==> config.mk <==
export PLATFORM = sky130hd
export DESIGN_NAME = sel_pipe_reg
export DESIGN_NICKNAME = d
export VERILOG_FILES = /design/src/rtl/sel_pipe_pkg.sv /design/src/rtl/sel_nway.sv /design/src/rtl/sel_pipe_reg.sv
export SDC_FILE = /design/constraint.sdc
export NUM_CORES = 1
export LEC_CHECK = 0
export ABC_AREA = 1
export BUFFER_PORTS_ARGS = -buffer_cell sky130_fd_sc_hd__buf_2
export CAP_MARGIN = 30
export CORE_MARGIN = 5
export CORE_UTILIZATION = 47
export CTS_BUF_LIST = sky130_fd_sc_hd__clkbuf_4 sky130_fd_sc_hd__clkbuf_8 sky130_fd_sc_hd__clkbuf_16
export DETAILED_ROUTE_END_ITERATION = 10
export HOLD_SLACK_MARGIN = 0.15
export PLACE_DENSITY = 0.8
export SLEW_MARGIN = 20
export SYNTH_ARGS = -nofsm -noshare
export SYNTH_HDL_FRONTEND = slang
export SYNTH_SLANG_ARGS = --single-unit
==> constraint.sdc <==
create_clock -name clk -period 1.5 [get_ports clk]
set_input_delay 0.15 -clock clk [delete_from_list [all_inputs] [get_ports clk]]
set_output_delay 0.15 -clock clk [all_outputs]
set_load 0.02 [all_outputs]
==> src/rtl/sel_pipe_pkg.sv <==
// Shared definitions for the selector pipeline stage: buffer states and the
// effective-index rule applied to an incoming Control value.
package sel_pipe_pkg;

  typedef enum logic [1:0] {
    ST_EMPTY = 2'd0,
    ST_ONE   = 2'd1,
    ST_TWO   = 2'd2
  } state_t;

  typedef struct packed {
    logic [31:0] index;
    logic        out_range;
  } sel_info_t;

  // Out-of-range Control values fall back to the default source and are flagged.
  function automatic sel_info_t sel_eval(input logic [31:0] control,
                                         input int unsigned num_inputs,
                                         input int unsigned default_input);
    sel_info_t info;
    info.out_range = (control >= num_inputs);
    info.index     = info.out_range ? default_input : control;
    return info;
  endfunction

endpackage

==> src/rtl/sel_nway.sv <==
// Combinational WIDTH x NUM_INPUTS selector with a fallback source for
// out-of-range indices; also reports the index actually used.
module sel_nway
  import sel_pipe_pkg::*;
#(
  parameter int WIDTH         = 32,
  parameter int NUM_INPUTS    = 4,
  parameter int DEFAULT_INPUT = 0
) (
  input  logic [NUM_INPUTS*WIDTH-1:0]     inputs,
  input  logic [$clog2(NUM_INPUTS)-1:0]   control,
  output logic [WIDTH-1:0]                data,
  output logic [$clog2(NUM_INPUTS)-1:0]   index,
  output logic                            out_range
);

  localparam int SEL_W = $clog2(NUM_INPUTS);

  logic [WIDTH-1:0] src [NUM_INPUTS];
  sel_info_t        info;

  for (genvar gi = 0; gi < NUM_INPUTS; gi++) begin : g_src
    assign src[gi] = inputs[gi*WIDTH +: WIDTH];
  end

  assign info      = sel_eval(32'(control), NUM_INPUTS, DEFAULT_INPUT);
  assign out_range = info.out_range;

  always_comb begin
    data  = '0;
    index = '0;
    for (int i = 0; i < NUM_INPUTS; i++) begin
      if (info.index == i) begin
        data  = src[i];
        index = SEL_W'(i);
      end
    end
  end

endmodule

==> src/rtl/sel_pipe_reg.sv <==
// N-way selector feeding a two-entry skid buffer with valid/ready on both
// sides; every output, including InReady, comes straight from a flop.
module sel_pipe_reg
  import sel_pipe_pkg::*;
#(
  parameter int                 WIDTH         = 32,
  parameter int                 NUM_INPUTS    = 4,
  parameter int                 SEL_W         = $clog2(NUM_INPUTS),
  parameter logic [WIDTH-1:0]   RESET_VALUE   = {WIDTH{1'b0}},
  parameter int                 DEFAULT_INPUT = 0
) (
  input  logic                          clk,
  input  logic                          rst,
  input  logic [NUM_INPUTS*WIDTH-1:0]   Inputs,
  input  logic [SEL_W-1:0]              Control,
  input  logic                          InValid,
  output logic                          InReady,
  input  logic                          Flush,
  output logic [WIDTH-1:0]              Output,
  output logic [SEL_W-1:0]              OutSel,
  output logic                          OutRange,
  output logic                          OutValid,
  input  logic                          OutReady
);

  logic [WIDTH-1:0] sel_data;
  logic [SEL_W-1:0] sel_index;
  logic             sel_range;

  sel_nway #(
    .WIDTH        (WIDTH),
    .NUM_INPUTS   (NUM_INPUTS),
    .DEFAULT_INPUT(DEFAULT_INPUT)
  ) u_sel (
    .inputs   (Inputs),
    .control  (Control),
    .data     (sel_data),
    .index    (sel_index),
    .out_range(sel_range)
  );

  state_t           state_reg, state_next;
  logic             out_valid_reg, in_ready_reg;
  logic [WIDTH-1:0] main_data_reg, skid_data_reg;
  logic [SEL_W-1:0] main_sel_reg, skid_sel_reg;
  logic             main_range_reg, skid_range_reg;

  logic accept, pop;
  logic load_main_in, load_main_skid, load_skid;

  assign accept = InValid && in_ready_reg;
  assign pop    = out_valid_reg && OutReady;

  always_comb begin
    state_next     = state_reg;
    load_main_in   = 1'b0;
    load_main_skid = 1'b0;
    load_skid      = 1'b0;
    case (state_reg)
      ST_EMPTY: begin
        if (accept) begin
          state_next   = ST_ONE;
          load_main_in = 1'b1;
        end
      end
      ST_ONE: begin
        if (accept && !pop) begin
          state_next = ST_TWO;
          load_skid  = 1'b1;
        end else if (accept && pop) begin
          load_main_in = 1'b1;
        end else if (pop) begin
          state_next = ST_EMPTY;
        end
      end
      ST_TWO: begin
        if (pop) begin
          state_next     = ST_ONE;
          load_main_skid = 1'b1;
        end
      end
      default: state_next = ST_EMPTY;
    endcase
  end

  // Flush shares the reset path so a word offered in the same cycle is dropped.
  always_ff @(posedge clk) begin
    if (rst || Flush) begin
      state_reg      <= ST_EMPTY;
      out_valid_reg  <= 1'b0;
      in_ready_reg   <= 1'b1;
      main_data_reg  <= RESET_VALUE;
      main_sel_reg   <= '0;
      main_range_reg <= 1'b0;
      skid_data_reg  <= RESET_VALUE;
      skid_sel_reg   <= '0;
      skid_range_reg <= 1'b0;
    end else begin
      state_reg     <= state_next;
      out_valid_reg <= (state_next != ST_EMPTY);
      in_ready_reg  <= (state_next != ST_TWO);
      if (load_main_in) begin
        main_data_reg  <= sel_data;
        main_sel_reg   <= sel_index;
        main_range_reg <= sel_range;
      end else if (load_main_skid) begin
        main_data_reg  <= skid_data_reg;
        main_sel_reg   <= skid_sel_reg;
        main_range_reg <= skid_range_reg;
      end
      if (load_skid) begin
        skid_data_reg  <= sel_data;
        skid_sel_reg   <= sel_index;
        skid_range_reg <= sel_range;
      end
    end
  end

  assign Output   = main_data_reg;
  assign OutSel   = main_sel_reg;
  assign OutRange = main_range_reg;
  assign OutValid = out_valid_reg;
  assign InReady  = in_ready_reg;

endmodule
# == Yosys cells after proc, flatten, opt, wreduce, memory -nomap -nowiden ==
# Index checks and enable logic that the tools add are counted.
# classes
eq_ne,6
n_mux,25
n_reduce_logical,10
# ops
op,count
32-bit two-way mux,6
32-bit logical NOT,1
2-bit two-way mux,9
1-bit two-way mux,8
2-bit equality test (second input constant),3
2-bit case mux with 3 select lines,1
2-bit by 1-bit equality test with 1-bit output (second input constant),2
1-bit logical AND,4
2-bit nonzero test,2
2-bit logical NOT,1
2-bit != test (second input constant),1
1-bit case mux with 2 select lines,1
1-bit logical NOT,1
1-bit logical OR,1
# word_totals
regBits,72
out_inout_bits,37
elab_cells,48

# == Longest topological paths before layout ==
# Gate-level depths: netlist (run 1).
# logic_depth
depth_word,6
mapped_depth,9

# == Hierarchy ==
# Synthesis (run 1) repeated with hierarchy kept, for this count alone.
# unflattened
hier_cells,635
area_unflattened_um2,4611.9
# modules_own_cells
module,instances,cells_per_inst,area_per_inst_um2,seq_area_each_um2
sel_pipe_reg,1,445,3656.0,1481.4
sel_nway,1,190,955.9,0.0

# == Worst setup path before layout (run 1) ==
# OpenSTA, ideal clock, no wires.
# synth_timing
path_kind,reg2reg
startpoint,reg out_valid_reg (netlist: OutValid)
endpoint,reg main_sel_reg[1] (netlist: OutSel[1])
setup_ns,0.070
t_arrival_ns,1.276
setup_slack_ns,0.153
path_stages_with_launch,9
path_buffers,2
synth_period_minus_slack_ns,1.347
path_cell_list,dfxtp_1 > nand2_2 > nand2_2 > nand2_1 > buf_2 > buf_6 > o21ai_0 > inv_1 > a21oi_1
# synth_between
elab_chain_cells,6
elab_cells_between_ends,11
# synth_rtl
element,line,rtl
start: declaration,sel_pipe_reg.sv:43,"logic out_valid_reg, in_ready_reg;"
start signal: assignment,sel_pipe_reg.sv:100,out_valid_reg <= (state_next != ST_EMPTY);
1-bit logical AND *,sel_pipe_reg.sv:52,assign pop = out_valid_reg && OutReady;
1-bit logical AND / 1-bit logical NOT (equally long branches),"sel_pipe_reg.sv:70, sel_pipe_reg.sv:67",
1-bit two-way mux / 1-bit logical AND (equally long branches),"sel_pipe_reg.sv:70, sel_pipe_reg.sv:67",
1-bit two-way mux,sel_pipe_reg.sv:67,if (accept && !pop) begin
1-bit case mux with 2 select lines,sel_pipe_reg.sv:59,case (state_reg)
2-bit two-way mux / 2-bit nonzero test (equally long branches),--,
end signal: assignment,sel_pipe_reg.sv:104,main_sel_reg <= sel_index;
end signal: assignment,sel_pipe_reg.sv:108,main_sel_reg <= skid_sel_reg;
end: declaration,sel_pipe_reg.sv:45,"logic [SEL_W-1:0] main_sel_reg, skid_sel_reg;"
# Mark *: on every way between the ends. The rest lies on a longest branch, timed or not.
# A chain may end at the register's enable or synchronous reset.

# == Worst setup path in the final report (run 1) ==
# layout_timing
startpoint,reg out_valid_reg (netlist: OutValid)
endpoint,reg main_data_reg[20] (netlist: Output[20])
# layout_between
elab_chain_cells,6
elab_cells_between_ends,11
# layout_rtl
element,line,rtl
1-bit logical AND *,sel_pipe_reg.sv:52,
1-bit logical AND / 1-bit logical NOT (equally long branches),"sel_pipe_reg.sv:70, sel_pipe_reg.sv:67",
1-bit two-way mux / 1-bit logical AND (equally long branches),"sel_pipe_reg.sv:70, sel_pipe_reg.sv:67",
1-bit two-way mux,sel_pipe_reg.sv:67,
1-bit case mux with 2 select lines,sel_pipe_reg.sv:59,
32-bit two-way mux / 2-bit nonzero test (equally long branches),--,
end signal: assignment,sel_pipe_reg.sv:103,main_data_reg <= sel_data;
end signal: assignment,sel_pipe_reg.sv:107,main_data_reg <= skid_data_reg;
end: declaration,sel_pipe_reg.sv:44,"logic [WIDTH-1:0] main_data_reg, skid_data_reg;"
# Marks and branches as above.

==> results.py, run 1 <==
metrics = {
    "setup_path": {
        "cp-start-kind": "flop",
        "end_kind": "flop",
        "r2r-start": "OutValid$_SDFF_PP0_",
        "required_ns": 1.74,
        "r2r_cells": 7,
        "r2r_end": "Output[20]$_SDFFE_PP0P_",
        "reg2reg_slack_ns": 0.10,
        "critical_path_arrival_ns": 1.64,
        "path_max_fanout": 20,
        "path_class": "flop to flop",
    },
    "place": {
        "dp_cells": 840,
        "gp_congestion": 0.8694,
        "pre_cts_ws_ns": -0.0007728,
        "port_buffers": 170,
        "hpwl_um": 9372,
    },
    "detailed_routing": {
        "postRouteAntennaNets": 0,
        "drc_errors": 0,
        "drt_wl_total_um": 12580,
        "drtPass1Iterations": 5,
        "drt_iter0_drc": 211,
        "post_drt_wl_per_cell_um": 14.62,
        "vias_per_cell": 5.199,
        "route.vias.total": 4471,
    },
    "job": {
        "drv_cap": 0,
    },
    "clock_tree": {
        "worstSkewPairLatency_ns": 0.36,
        "root_buffer": "clkbuf_8",
        "clockBufferDepth": 2,
        "cts_num_sinks": 72,
        "cts_buffers": 9,
        "cts_tree": "built",
        "clkTransAtPathRegs_ns": 0.08,
        "htree_num_levels": 3,
    },
    "global_route": {
        "antenna_found_initial": 2,
        "grt_max_degree": 39,
        "grt_pass1_wl_um": 19860,
        "track_usage": 0.2473,
        "grt_pass1_vias": 4313,
        "gr-total-overflow": 0,
    },
    "timing": {
        "tns_ns": 0,
        "hold_violations": 0,
        "setup_viol_count_final": 0,
        "fmax_mhz": 714.4,
        "finalCritPeriodShare": 0.9332,
        "maxSlewViolCount": 0,
        "skew_ns": 0.009204,
        "period_needed_ns": 1.400,
        "timing.hold.ws_ns": 0.1507,
        "layout_setup_ws_ns": 0.1003,
        "rsz0062_at_grt": "no",
    },
    "final_layout": {
        "drive_gt1_frac": 0.3127,
        "fillers": 748,
        "synthToLayoutAreaGrowth_pct": 33.20,
        "nets": 888,
        "utilization": 0.6468,
        "final_cells": 860,
        "num_antenna_cells": 0,
        "multi_input_area_um2": 1997,
        "ff_latch_area_um2": 1444,
    },
    "pwr": {
        "p_leak_nw": 2.551,
        "peakVddDrop_mv": 0.5000,
        "p_per_area_nw_per_um2": 908.4,
    },
    "hold_path": {
        "hold_end": "skid_data_reg[5]$_SDFFE_PP0P_",
        "hold_start": "Inputs[69]",
        "holdPathStages": 5,
        "hold_path_class": "input port to flop",
    },
    "run_status": {
        "status": "finished, final reports clean",
    },
    "floorplanning": {
        "rows": 32,
        "core_area_um2": 7807,
        "initial_core_util": 0.4856,
        "ios": 172,
        "die_w_um": 99.81,
        "die_area_um2": 9962,
        "die_h_um": 99.81,
    },
    "yosys": {
        "ys_ff_latch": 72,
        "yosysSeqAreaShare": 0.3802,
        "synth_fp_nets": 721,
        "yosys_warnings": 0,
        "syn_avg_cell_area_um2": 6.470,
        "syn_area_um2": 3791,
        "post_synth_num_cell_types": 26,
        "netlist_instances": 586,
    },
}
routing by layer:
metal | part of all wire | GRT usage
met3 | 0.11 | 0.07088
met5 | 0.0011 | 0
met1 | 0.39 | 0.2852
met4 | 0.028 | 0.1019
met2 | 0.47 | 0.4284
power breakdown:
group          leakage [nW]  internal, mW  total (mW)  switching [mW]
clock network         0.109         0.997        1.74           0.743
registers             0.585          1.97        2.01          0.0346
logic                  1.86         0.343       0.841           0.498
cell usage after synthesis:
master	n	share of area
or2_2	13	0.021
buf_2	12	0.016
nand3_1	44	0.058
nor2_2	2	0.0033
nor2_8	2	0.011
nor2_4	1	0.0030
conb_1	1	0.00099
inv_1	37	0.037
nor2_1	82	0.081
nand4_1	19	0.031
inv_4	2	0.0033
clkbuf_1	15	0.015
buf_4	4	0.0079
o21ai_1	4	0.0053
xnor2_1	1	0.0023
dfxtp_1	72	0.38
clkbuf_2	1	0.0013
buf_6	3	0.0089
nand2_1	144	0.14
clkinv_1	1	0.00099
buf_8	1	0.0040
nand2_2	2	0.0033
a21oi_1	32	0.042
nand2_4	1	0.0030
inv_2	4	0.0040
o21ai_0	86	0.11
placed cells by master (no fill, tap or decap):
cell type        n
a21oi_1         32
buf_12           3
buf_2          170
buf_4           14
buf_8            1
bufinv_16        2
clkbuf_16        1
clkbuf_4         1
clkbuf_8        10
clkinv_1         1
clkinv_2         1
clkinvlp_4       2
conb_1           1
dfxtp_1         70
dfxtp_2          2
dlygate4sd3_1    3
inv_1           37
inv_2            4
inv_4            2
nand2_1        142
nand2_2          4
nand2_4          1
nand3_1         44
nand4_1         19
nor2_1          81
nor2_2           1
nor2_4           3
nor2_8           2
o21ai_0         85
o21ai_1          5
or2_2           13
xnor2_1          1
what timing repair did:
item | 4_1_cts | 5_1_grt
hold endpoints to repair | 3 | 0
hold buffers | 3 | 0
resized for setup | 1 | 7
buffers inserted | 0 | 0
endpoints found under the setup margin | 1 | 20
gates cloned | 0 | 1
pin swaps | 0 | 0
how the worst max path moves through the flow:
stage,startpoint,end,slack [ns],cells after the start
2_1_floorplan,OutValid$_SDFF_PP0_,OutSel[1]$_SDFFE_PP0P_,0.15,8
3_3_place_gp,OutValid$_SDFF_PP0_,Output[29]$_SDFFE_PP0P_,0.08,7
3_5_place_dp,OutValid$_SDFF_PP0_,Output[20]$_SDFFE_PP0P_,-0.0008,7
4_1_cts,state_reg[1]$_SDFF_PP0_,Output[20]$_SDFFE_PP0P_,0.01,8
5_1_grt,state_reg[1]$_SDFF_PP0_,Output[14]$_SDFFE_PP0P_,0.02,8
6_report,OutValid$_SDFF_PP0_,Output[20]$_SDFFE_PP0P_,0.10,7
layout make-up:
| class | count | area share |
|---|---|---|
| multi-input combinational | 434 | 0.3954 |
| inverter | 44 | 0.03370 |
| timing repair buffer | 192 | 0.2151 |
| tap | 102 | 0.02527 |
| clock buffer | 11 | 0.02874 |
| sequential | 72 | 0.2859 |
| clock inverter | 5 | 0.01586 |
critical path, stage by stage (launching register included):
cell and delay, ns:
dfxtp_1 0.32, nand2_2 0.11, nand2_2 0.10, nand2_2 0.22, nand2_1 0.12, buf_8 0.17
o21ai_0 0.19, nor2_1 0.06
cell families (layout without fill, tap and decap cells):
family	after synthesis	after routing	synth area share
other	1	1	0.0009891
DFF	72	72	0.3802
and+or+nand+nor	310	310	0.3578
xor gates and xnor gates	1	1	0.002311
buffers and inverters	80	252	0.09768
AOI/OAI and AO/OA	122	122	0.1611
metrics by stage:
| step | cell area, um2 | power [mW] |
|---|---|---|
| floorplan | 3791 | 2.524 |
| global placement | 4752 | 2.851 |
| detailed placement | 4752 | 2.873 |
| CTS | 5010 | 4.592 |
| global route | 5050 | 4.780 |
| finish | 5050 | 4.587 |
(Power assumes the default switching activity.)
==> run 2, diff against run 1 <==
--- a/config.mk
+++ b/config.mk
@@ -9,11 +9,11 @@
 export BUFFER_PORTS_ARGS = -buffer_cell sky130_fd_sc_hd__buf_2
 export CAP_MARGIN = 30
 export CORE_MARGIN = 5
-export CORE_UTILIZATION = 47
+export CORE_UTILIZATION = 40
 export CTS_BUF_LIST = sky130_fd_sc_hd__clkbuf_4 sky130_fd_sc_hd__clkbuf_8 sky130_fd_sc_hd__clkbuf_16
 export DETAILED_ROUTE_END_ITERATION = 10
 export HOLD_SLACK_MARGIN = 0.15
-export PLACE_DENSITY = 0.8
+export PLACE_DENSITY = 0.7
 export SLEW_MARGIN = 20
 export SYNTH_ARGS = -nofsm -noshare
 export SYNTH_HDL_FRONTEND = slang
==> run 2 against run 1 <==
Effect of this change:
- sequential share of layout area is 0.35 points lower
- final cell count up 3.8%
- clock skew up 0.0028 ns
- routed wire length fell by 0.36%
- cell area grew 1.2%
==> results.py, run 2 (synthesis gave the netlist of run 1 again) <==
metrics = {
    "floorplanning": {
        "die_area_um2": 11530,
        "rows": 35,
        "ios": 172,
        "initial_core_util": 0.4103,
        "core_area_um2": 9240,
        "die_w_um": 107.4,
        "die_h_um": 107.4,
    },
    "run_status": {
        "status": "finished, final reports clean",
    },
    "global_route": {
        "grt_pass1_vias": 4309,
        "antenna_found_initial": 0,
        "grt_pass1_wl_um": 20090,
        "track_usage": 0.2145,
        "grt_max_degree": 37,
        "gr-total-overflow": 0,
    },
    "clock_tree": {
        "cts_buffers": 9,
        "clockBufferDepth": 2,
        "root_buffer": "clkbuf_8",
        "worstSkewPairLatency_ns": 0.34,
        "htree_num_levels": 3,
        "clkTransAtPathRegs_ns": 0.09,
        "cts_num_sinks": 72,
        "cts_tree": "built",
    },
    "timing": {
        "skew_ns": 0.01198,
        "setup_viol_count_final": 0,
        "finalCritPeriodShare": 0.9091,
        "timing.hold.ws_ns": 0.1601,
        "fmax_mhz": 733.3,
        "hold_violations": 0,
        "maxSlewViolCount": 0,
        "period_needed_ns": 1.364,
        "rsz0062_at_grt": "no",
    },
    "detailed_routing": {
        "drt_wl_total_um": 12530,
        "drc_errors": 0,
        "route.vias.total": 4417,
        "drt_iter0_drc": 181,
        "post_drt_wl_per_cell_um": 14.03,
        "vias_per_cell": 4.946,
        "postRouteAntennaNets": 0,
        "drtPass1Iterations": 4,
    },
    "pwr": {
        "p_per_area_nw_per_um2": 897.0,
        "p_leak_nw": 2.560,
        "peakVddDrop_mv": 0.5797,
        "finalPower_mw": 4.582,
    },
    "place": {
        "gp_congestion": 0.8984,
        "hpwl_um": 9413,
        "port_buffers": 170,
    },
    "final_layout": {
        "final_cell_mix": "170 x buf_2, 142 x nand2_1, 85 x o21ai_0, 82 x nor2_1, 71 x dfxtp_1",
        "synthToLayoutAreaGrowth_pct": 34.75,
        "final_common_cell": "buf_2",
        "drive_gt1_frac": 0.3115,
        "nets": 894,
        "utilization": 0.5529,
        "num_antenna_cells": 0,
    },
    "job": {
        "drv_cap": 0,
    },
    "setup_path": {
        "r2r_cells": 8,
        "path_class": "input port to flop",
        "required_ns": 1.79,
        "startpoint": "Flush",
        "cp-start-kind": "input port",
        "path_max_fanout": 21,
        "r2r-start": "state_reg[1]$_SDFF_PP0_",
        "end_kind": "flop",
        "critical_path_arrival_ns": 1.65,
    },
    "hold_path": {
        "hold_path_class": "input port to flop",
        "hold_start": "Inputs[76]",
        "holdPathStages": 5,
    },
}
## run 2: cell count changes in the layout (fill, tap and decap cells not counted), sizes merged
cell         before  now
inv              43   44
dlygate4sd3       3    6
buf             188  192
clkbuf           12   10
## run 2: final timing paths
check	to	slack, ns
worst max-delay path	Output[24]$_SDFFE_PP0P_	0.14
worst min-delay path	skid_data_reg[12]$_SDFFE_PP0P_	0.16
worst max register to register	Output[7]$_SDFFE_PP0P_	0.14
worst min register to register	OutSel[1]$_SDFFE_PP0P_	0.49
## run 2: routing by layer
layer | share of wire | track usage
met1 | 0.44 | 0.2676
met2 | 0.46 | 0.3727
met3 | 0.095 | 0.05279
met4 | 0.0063 | 0.04959
met5 | 0 | 0
## run 2: critical path, stage by stage
cell and delay (ns):
dlygate4sd3_1 0.52, buf_2 0.14, nor2_4 0.24, buf_4 0.26, o21ai_0 0.11, inv_1 0.06, o21ai_0 0.07, nor2_1 0.09
## run 2: through the flow
stage	TNS, ns	instance area (um2)	std cells	setup WS, ns
after floorplan	0	3791	586	0.1533
after global placement	0	4796	870	0.04870
after CTS	0	5084	892	0.02114
final	0	5109	893	0.1363
after global routing	0	5109	893	0.007491
after detailed placement	-0.001526	4796	870	-0.001526
## run 2: power by group
part,switching [mW],internal [mW],total (mW),leakage (nW)
combinational,0.502,0.352,0.854,1.87
clock,0.762,0.964,1.73,0.107
sequential,0.0311,1.97,2.00,0.585
## run 2: cell type report
type                       instances  area, um2
clock buffer                      10      131.4
tap                              129      161.4
timing repair buffer             198       1116
sequential                        72       1443
multi-input combinational        434       1994
clock inverter                     6      92.59
inverter                          44      170.2
fill                             940       4131
## run 2: repair_timing
item	CTS	global route
setup endpoints to repair	3	32
hold buffers	6	0
endpoints found under the hold margin	5	0
buffers inserted	0	1
resized for setup	1	7
==> run 3, diff against run 2 <==
--- a/config.mk
+++ b/config.mk
@@ -6,13 +6,12 @@
 export NUM_CORES = 1
 export LEC_CHECK = 0
 export ABC_AREA = 1
-export BUFFER_PORTS_ARGS = -buffer_cell sky130_fd_sc_hd__buf_2
+export BUFFER_PORTS_ARGS = -buffer_cell sky130_fd_sc_hd__buf_4
 export CAP_MARGIN = 30
 export CORE_MARGIN = 5
 export CORE_UTILIZATION = 40
 export CTS_BUF_LIST = sky130_fd_sc_hd__clkbuf_4 sky130_fd_sc_hd__clkbuf_8 sky130_fd_sc_hd__clkbuf_16
 export DETAILED_ROUTE_END_ITERATION = 10
-export HOLD_SLACK_MARGIN = 0.15
 export PLACE_DENSITY = 0.7
 export SLEW_MARGIN = 20
 export SYNTH_ARGS = -nofsm -noshare
==> constraint.sdc (replaced) <==
create_clock -name clk -period 1.5 [get_ports clk]
set_input_delay 0.15 -clock clk [delete_from_list [all_inputs] [get_ports clk]]
set_output_delay 0.15 -clock clk [all_outputs]
set_load 0.05 [all_outputs]
==> run 3 against run 2 <==
Effect of this change:
- sequential share of layout area fell by 1.6 points
- clock-buffer cell count fell by 1
- worst setup slack improved by 0.049 ns
- routed wire length rose by 0.33%
- sequential cell count did not move
- total power barely moved
- sequential power barely moved
- core utilization rose by 3.5 points
- clock skew fell by 0.0029 ns
==> results.py, run 3 (synthesis gave the netlist of run 1 again) <==
metrics = {
    "detailed_routing": {
        "drtPass1Iterations": 5,
        "vias_per_cell": 4.922,
        "drt_iter0_drc": 268,
        "post_drt_wl_per_cell_um": 14.19,
        "drc_errors": 0,
        "route.vias.total": 4361,
        "drt_wl_total_um": 12570,
        "postRouteAntennaNets": 0,
    },
    "setup_path": {
        "end_kind": "flop",
        "path_max_fanout": 13,
        "cp-start-kind": "flop",
        "reg2reg_slack_ns": 0.19,
        "path_class": "flop to flop",
        "path_cells": "inv_2 -> nor2_1 -> nand2_1 -> buf_4 -> o21ai_0 -> inv_1 -> o21ai_0 -> nor2_1",
        "cpPeakStageDelay_ns": 0.36,
        "required_ns": 1.75,
        "critical_path_arrival_ns": 1.56,
        "slowest_stage": "dfxtp_2",
    },
    "global_route": {
        "grt_max_degree": 38,
        "antenna_found_initial": 0,
        "track_usage": 0.2152,
        "gr-total-overflow": 0,
        "grt_pass1_wl_um": 19940,
        "grt_pass1_vias": 4225,
    },
    "place": {
        "port_buffers": 170,
        "gp_congestion": 0.7931,
        "hpwl_um": 9625,
    },
    "final_layout": {
        "drive_gt1_frac": 0.3144,
        "fillers": 905,
        "final_cell_mix": "188 x buf_4, 143 x nand2_1, 85 x o21ai_0, 82 x nor2_1, 69 x dfxtp_1",
        "synthToLayoutAreaGrowth_pct": 43.17,
        "final_common_cell": "buf_4",
        "nets": 887,
        "num_antenna_cells": 0,
    },
    "clock_tree": {
        "post_cts.repair.setup_buffers": 0,
        "root_buffer": "clkbuf_8",
        "cts_buffers": 9,
        "clockBufferDepth": 2,
        "htree_num_levels": 3,
        "ctsResizeCount": 0,
        "clkTransAtPathRegs_ns": 0.08,
        "cts_tree": "built",
        "worstSkewPairLatency_ns": 0.36,
        "cts_num_sinks": 72,
        "ctsHoldBuffers": 0,
    },
    "floorplanning": {
        "rows": 35,
        "die_h_um": 107.4,
        "core_area_um2": 9240,
        "die_area_um2": 11530,
        "die_w_um": 107.4,
        "initial_core_util": 0.4103,
        "ios": 172,
    },
    "timing": {
        "setup_viol_count_final": 0,
        "tns_ns": 0,
        "period_needed_ns": 1.315,
        "rsz0062_at_grt": "no",
        "maxSlewViolCount": 0,
        "skew_ns": 0.009054,
        "finalCritPeriodShare": 0.8763,
        "fmax_mhz": 760.7,
        "timing.hold.ws_ns": 0.1314,
        "hold_violations": 0,
    },
    "pwr": {
        "finalPower_mw": 4.580,
        "p_leak_nw": 2.633,
        "peakVddDrop_mv": 0.3960,
        "p_per_area_nw_per_um2": 843.8,
    },
    "run_status": {
        "status": "finished, final reports clean",
    },
    "job": {
        "drv_cap": 0,
    },
    "hold_path": {
        "hold_path_class": "input port to flop",
    },
}
## run 3: cell types whose count changed in the layout (fill, tap and decap cells not counted), sizes merged
cell / delta
buf: -1
bufinv: -1
clkbuf: -1
dlygate4sd3: -6
inv: -1
clkinv: +3
## run 3: power by group
group | total [mW] | internal (mW) | switching (mW)
Combinational | 1.06 | 0.461 | 0.598
Clock | 1.51 | 0.766 | 0.749
Sequential | 2.01 | 1.97 | 0.0338
## run 3: critical path, delay by kind of cell, from the launching register on
| kind | cells | cell delay (ns) |
|---|---|---|
| flip-flops | 1 | 0.36 |
| AND/OR/NAND/NOR | 3 | 0.30 |
| AO/OA/AOI/OAI | 2 | 0.23 |
| buffers and inverters | 3 | 0.31 |
## run 3: final timing paths
kind | start | endpoint | cells past startpoint
hold / removal | Inputs[72] | skid_data_reg[8]$_SDFFE_PP0P_ | 5
setup / recovery | state_reg[1]$_SDFF_PP0_ | Output[7]$_SDFFE_PP0P_ | 8
hold reg to reg | OutSel[0]$_SDFFE_PP0P_ | OutSel[0]$_SDFFE_PP0P_ | 2
setup reg to reg | state_reg[1]$_SDFF_PP0_ | Output[7]$_SDFFE_PP0P_ | 8
## run 3: layout make-up
class	instances	area, um2	area share
clock buffers	9	123.9	0.02282
repair buffers	191	1463	0.2695
multi-input cells	434	1992	0.3670
inverters	44	170.2	0.03135
clock inverters	7	72.57	0.01337
flip-flops and latches	72	1445	0.2663
well taps	129	161.4	0.02974
## run 3: layer usage
metal / track usage / up-vias / share of wire / routed length (um)
li1: - / 2219 / - / -
met1: 0.2510 / 1921 / 0.40 / 4991
met2: 0.3816 / 205 / 0.48 / 6093
met3: 0.06299 / 16 / 0.10 / 1312
met4: 0.06132 / 0 / 0.014 / 176
met5: 0 / - / 0 / 0
## run 3: through the flow
step,area (um2),setup WS (ns),instances,utilization
2_1_floorplan,3794,0.09668,586,-
3_3_place_gp,5224,0.1866,870,0.5653
3_5_place_dp,5224,0.1479,870,0.5653
4_1_cts,5420,0.09393,886,0.5866
5_1_grt,5428,0.003241,886,0.5874
6_report,5428,0.1855,886,0.5874
